$ cat src/rtl/object_pool_manager.sv
// object_pool_manager: NUM_OBJ ballistic sprite slots with LFSR spawning and registered pixel hit test; define OBJ_SLICE_EN for blade slicing
module object_pool_manager #(
    parameter int NUM_OBJ   = 4,
    parameter int OBJ_W     = 100,
    parameter int OBJ_H     = 80,
    parameter int ADDR_W    = 18,
    parameter int BASE_ADDR = 18000,
    parameter int KIND_BITS = 3,
    parameter int SCREEN_W  = 640,
    parameter int SCREEN_H  = 480,
    parameter int SPAWN_Y   = 375,
    parameter int MIN_DELAY = 8
) (
    input  logic               clk,
    input  logic               rst,
    input  logic [15:0]        seed,
    input  logic               enable,
    input  logic               move_tick,
    input  logic               acc_tick,
    input  logic [9:0]         col,
    input  logic [9:0]         row,
    input  logic               slice_valid,
    input  logic [9:0]         slice_x,
    input  logic [9:0]         slice_y,
    output logic               pix_hit,
    output logic [2:0]         pix_slot,
    output logic [ADDR_W-1:0]  pix_addr,
    output logic [NUM_OBJ-1:0] active_mask,
    output logic               sliced_pulse,
    output logic [2:0]         sliced_slot
);
    typedef enum logic [1:0] {COOL, SPAWN, FLY} state_t;

    state_t             st [NUM_OBJ], st_n [NUM_OBJ];
    logic [15:0]        cnt [NUM_OBJ], cnt_n [NUM_OBJ];
    logic signed [11:0] x [NUM_OBJ], x_n [NUM_OBJ], y [NUM_OBJ], y_n [NUM_OBJ];
    logic signed [7:0]  vy [NUM_OBJ], vy_n [NUM_OBJ];
    logic [2:0]         vx [NUM_OBJ], vx_n [NUM_OBJ], kind [NUM_OBJ], kind_n [NUM_OBJ];
    logic               dx [NUM_OBJ], dx_n [NUM_OBJ];
    logic [15:0]        lfsr;
    logic [NUM_OBJ-1:0] gnt;
    logic               hit, slice_go;
    logic [2:0]         win, slice_win;
    logic [ADDR_W-1:0]  addr;

    function automatic logic covers(input logic signed [11:0] ox, oy, input logic [9:0] px, py);
        return int'(px) >= int'(ox) && int'(px) < int'(ox) + OBJ_W &&
               int'(py) >= int'(oy) && int'(py) < int'(oy) + OBJ_H;
    endfunction

    // descending scans so the lowest matching index is the one left standing
    always_comb begin
        hit = 1'b0;
        win = 3'd0;
        addr = '0;
        for (int i = NUM_OBJ - 1; i >= 0; i--)
            if (st[i] == FLY && covers(x[i], y[i], col, row)) begin
                hit = 1'b1;
                win = 3'(i);
                addr = ADDR_W'(BASE_ADDR + int'(kind[i]) * OBJ_W * OBJ_H +
                               (int'(row) - int'(y[i])) * OBJ_W + int'(col) - int'(x[i]));
            end
    end

    always_comb begin
        gnt = '0;
        for (int i = NUM_OBJ - 1; i >= 0; i--)
            if (enable && st[i] == COOL && cnt[i] == 16'd0) gnt = NUM_OBJ'(1) << i;
    end

`ifdef OBJ_SLICE_EN
    always_comb begin
        slice_go = 1'b0;
        slice_win = 3'd0;
        for (int i = NUM_OBJ - 1; i >= 0; i--)
            if (enable && slice_valid && st[i] == FLY && covers(x[i], y[i], slice_x, slice_y)) begin
                slice_go = 1'b1;
                slice_win = 3'(i);
            end
    end
`else
    logic unused_slice;
    assign unused_slice = ^{slice_valid, slice_x, slice_y};
    assign slice_go = 1'b0;
    assign slice_win = 3'd0;
`endif

    always_comb begin
        for (int i = 0; i < NUM_OBJ; i++) begin
            st_n[i] = st[i];
            cnt_n[i] = cnt[i];
            x_n[i] = x[i];
            y_n[i] = y[i];
            vy_n[i] = vy[i];
            vx_n[i] = vx[i];
            dx_n[i] = dx[i];
            kind_n[i] = kind[i];
            if (enable)
                case (st[i])
                    COOL:
                        if (gnt[i]) st_n[i] = SPAWN;
                        else if (move_tick && cnt[i] != 16'd0) cnt_n[i] = cnt[i] - 16'd1;
                    SPAWN: begin
                        st_n[i] = FLY;
                        x_n[i] = 12'((int'(lfsr[4:0]) * 30) % SCREEN_W);
                        y_n[i] = 12'(SPAWN_Y);
                        vx_n[i] = lfsr[7:5] == 3'd7 ? 3'd0 : lfsr[7:5];
                        dx_n[i] = lfsr[8];
                        vy_n[i] = 8'(-(8 + int'(lfsr[11:9])));
                        kind_n[i] = lfsr[15:13] & 3'((1 << KIND_BITS) - 1);
                    end
                    FLY:
                        if (slice_go && slice_win == 3'(i)) begin
                            st_n[i] = COOL;
                            cnt_n[i] = 16'(MIN_DELAY);
                        end else if ((int'(y[i]) >= SCREEN_H && vy[i] > 8'sd0) ||
                                     int'(x[i]) + OBJ_W <= 0 || int'(x[i]) >= SCREEN_W) begin
                            st_n[i] = COOL;
                            cnt_n[i] = 16'(MIN_DELAY + int'(lfsr[7:0]));
                        end else begin
                            if (acc_tick) vy_n[i] = vy[i] == 8'sd31 ? vy[i] : vy[i] + 8'sd1;
                            if (move_tick) begin
                                x_n[i] = dx[i] ? x[i] - 12'(vx[i]) : x[i] + 12'(vx[i]);
                                y_n[i] = y[i] + 12'(vy[i]);
                            end
                        end
                    default: st_n[i] = COOL;
                endcase
        end
    end

    always_comb for (int i = 0; i < NUM_OBJ; i++) active_mask[i] = st[i] == FLY;

    always_ff @(posedge clk) begin
        if (rst) begin
            lfsr <= seed == 16'd0 ? 16'hACE1 : seed;
            for (int i = 0; i < NUM_OBJ; i++) begin
                st[i] <= COOL;
                cnt[i] <= 16'(MIN_DELAY * (i + 1));
                x[i] <= '0;
                y[i] <= '0;
                vy[i] <= '0;
                vx[i] <= '0;
                dx[i] <= 1'b0;
                kind[i] <= '0;
            end
            pix_hit <= 1'b0;
            pix_slot <= 3'd0;
            pix_addr <= '0;
            sliced_pulse <= 1'b0;
            sliced_slot <= 3'd0;
        end else begin
            lfsr <= {1'b0, lfsr[15:1]} ^ (lfsr[0] ? 16'hB400 : 16'h0000);
            for (int i = 0; i < NUM_OBJ; i++) begin
                st[i] <= st_n[i];
                cnt[i] <= cnt_n[i];
                x[i] <= x_n[i];
                y[i] <= y_n[i];
                vy[i] <= vy_n[i];
                vx[i] <= vx_n[i];
                dx[i] <= dx_n[i];
                kind[i] <= kind_n[i];
            end
            pix_hit <= hit;
            pix_slot <= win;
            pix_addr <= addr;
            sliced_pulse <= slice_go;
            sliced_slot <= slice_win;
        end
    end
endmodule

$ cat config.mk
export PLATFORM = sky130hd
export DESIGN_NAME = object_pool_manager
export DESIGN_NICKNAME = d
export VERILOG_FILES = /design/src/rtl/object_pool_manager.sv
export SDC_FILE = /design/constraint.sdc
export NUM_CORES = 2
export LEC_CHECK = 0
export BUFFER_PORTS_ARGS = -buffer_cell sky130_fd_sc_hd__buf_2
export CORE_ASPECT_RATIO = 1.4
export CORE_MARGIN = 5
export CORE_UTILIZATION = 59
export CTS_CLUSTER_DIAMETER = 40
export DETAILED_ROUTE_END_ITERATION = 10
export PLACE_DENSITY = 0.79
export SLEW_MARGIN = 20
export SYNTH_ARGS = -nofsm -noshare
export SYNTH_HDL_FRONTEND = slang
export SYNTH_SLANG_ARGS = --single-unit
export TNS_END_PERCENT = 100
$ cat constraint.sdc
create_clock -name clk -period 6.5 [get_ports clk]
set_clock_uncertainty 0.1 [all_clocks]
set_input_delay 0 -clock clk [delete_from_list [all_inputs] [get_ports clk]]
set_output_delay 0 -clock clk [all_outputs]
set_load 0.02 [all_outputs]
==> metrics.cfg <==
[outcome]
run_status=complete, but fails checks
violations=negative setup slack

[route]
finalWirelength_um=99300
drcViolationCount=0
drt-pass1-iter-count=7
routed-via-count=31219
antenna_left=0
vias_per_cell=6.04
wl_per_cell_um=19.2
drt_iter0_drc=2194

[worst_setup_path]
worstSetupPathType=reg2reg
cp-start-kind=flop
slowest_delay_ps=520
worst_path_max_delay_cell=fa_1
crit_fanout=3
worstPathRequired_ps=6860
worstReg2RegStart=y[2][1]
critPathCaptureType=flop
crit_arrival_ps=7220
crit_start=y[2][1]

[clock_tree]
clock_latency_ps=570
numClockSinks=265
cts.htree.levels=2
cts_buffers=41
clk_pin_slew_ps=60
clock-root-buffer=clkbuf_16
cts_tree=done
clock_path_buffers=3

[sta]
fmax_ghz=0.146
slew_headroom_pct=28.8
fin_ws_ps=-361
final_max_slew_viol_count=0
fin_crit_sh_pct=106
setup_viol=4
worst_slew_pin_slew_ps=1070
period_minus_slack_ps=6860
rsz0062_at_grt=true
finalHoldViolCount=0

[placement]
gp_congestion=0.968
place_area_um2=36600
place_hpwl_um=75100
io_buffers=65
place_ws_ps=-457

[worst_hold_path]
hp-class=in2reg
min_from=acc_tick

[yosys]
synth.cell_area_um2=33400
synth_cells=4076
ys_ff_latch=265
async_reset_ff_share_pct=0
ys_seq_area_share_pct=15.9
avgSynthCellArea_um2=8.20
yosys_warnings=0
synth.distinct_cells=95
synth-edff-count=0
ys.flop_type=dfxtp_1

[floorplanning]
num_io_pins=92
dieArea_um2=61600
die_h_um=292
core-area_um2=56300
initial_core_util_pct=59.3
die_w_um=211
rows=103

[layout]
final_nets=5256
areaGrowthSynthToFinish_pct=19.1
drive_above_1_share_pct=16.4
final_cell_mix=576 x ha_1, 450 x inv_1, 330 x nor2_1
final_common_cell=ha_1
final_area_um2=39800
fin_util_pct=70.7

[global_routing]
antenna_found_initial=1
grt_pass1_wl_um=154000
grt_use_total_pct=30.5
overflow=0
grt_max_degree=151
grt_pass1_vias=30671

[power_and_ir_drop]
p_leak_nw=17.9
ir_drop_uv=1100
power_density_nw_per_um2=644

[job]
maxCapViolations=0

-- power breakdown --
group | total (W) | switching (W) | internal (W) | leakage [nW]
logic | 0.0216 | 0.0106 | 0.0110 | 15.0
clock network | 0.00225 | 0.000869 | 0.00138 | 0.673
registers | 0.00174 | 0.0000704 | 0.00167 | 2.15
-- metal layers --
layer | global-route usage [%] | vias up | wire length [µm]
li1 | - | 14990 | -
met1 | 37.6 | 14810 | 39400
met2 | 50.8 | 1114 | 46800
met3 | 3.88 | 305 | 6210
met4 | 17.8 | 0 | 6940
met5 | 0 | - | 0
-- Yosys cell counts (all sizes together) (37+ instances only) --
library cell / n / area, µm²
ha: 648 / 8110
inv: 464 / 1740
nor2: 340 / 1280
a21oi: 336 / 1680
dfxtp: 265 / 5310
nand2: 240 / 903
xnor2: 233 / 2040
o21ai: 174 / 875
fa: 146 / 2920
nor3: 107 / 551
xor2: 106 / 928
clkbuf: 100 / 377
nand3: 91 / 455
a21o: 68 / 510
a211oi: 51 / 388
a22oi: 45 / 343
o21bai: 40 / 300
a31oi: 39 / 244
nor2b: 39 / 244
nand4: 37 / 231
-- flip-flops by register name (all words and copies together) (netlist names) --
register,flops
cnt,64
x,48
y,48
vy,32
pix_addr,18
lfsr,16
kind,12
vx,12
st,8
dx,4
pix_slot,2
pix_hit,1
-- final timing paths --
path,endpoint,slack (ps),depth (start not counted)
max,pix_addr[17],-360,34
min,vy[3][1],40,5
max reg2reg,pix_addr[17],-360,34
min reg2reg,cnt[2][1],370,2
-- worst max-delay path: cells and delay by family, from the launching register on --
| family | cells | cell delay (ps) |
|---|---|---|
| AO/OA/AOI/OAI | 11 | 1920 |
| XOR/XNOR | 7 | 1320 |
| adder cells (fa/ha/maj) | 7 | 2180 |
| buffers and inverters | 3 | 240 |
| flip-flops | 1 | 320 |
| AND/OR/NAND/NOR | 6 | 680 |
-- kinds of logic after synthesis --
family,share of synthesized area [%]
flip-flops,15.9
XOR/XNOR,8.95
AO/OA/AOI/OAI,19.5
other,0.0112
AND/OR/NAND/NOR,15.0
multiplexers,0.828
buffers and inverters,6.77
adder cells (fa/ha/maj),33.0
-- per-stage QoR --
step	setup TNS (ps)	std cells	total power, W	hold slack, ps
finish	-626	5167	0.0256	44.1
global route	-1990	5165	0.0274	95.8
CTS	-547	5160	0.0222	7.41
detailed placement	-1430	5049	0.0183	122
global placement	-930	5049	0.0180	118
floorplan	0	4080	0.0122	12.7
-- repair_timing --
action,CTS,global route
gates resized for setup,98,110
endpoints found under the setup margin,5,6
gates cloned,0,0
buffers inserted,13,5
pin swaps,94,79
hold buffers,25,0
endpoints found under the hold margin,92,0
-- area by class of cell --
type / count / area [µm²]
Clock inverter: 21 / 259
Clock buffer: 52 / 1140
Timing Repair Buffer: 401 / 2960
Tap cell: 735 / 920
Fill cell: 4193 / 16500
Antenna cell: 2 / 5.00
Sequential cell: 265 / 5310
Inverter: 467 / 1760
Multi-Input combinational cell: 3224 / 27500
Power figures use the tool's default switching activity.
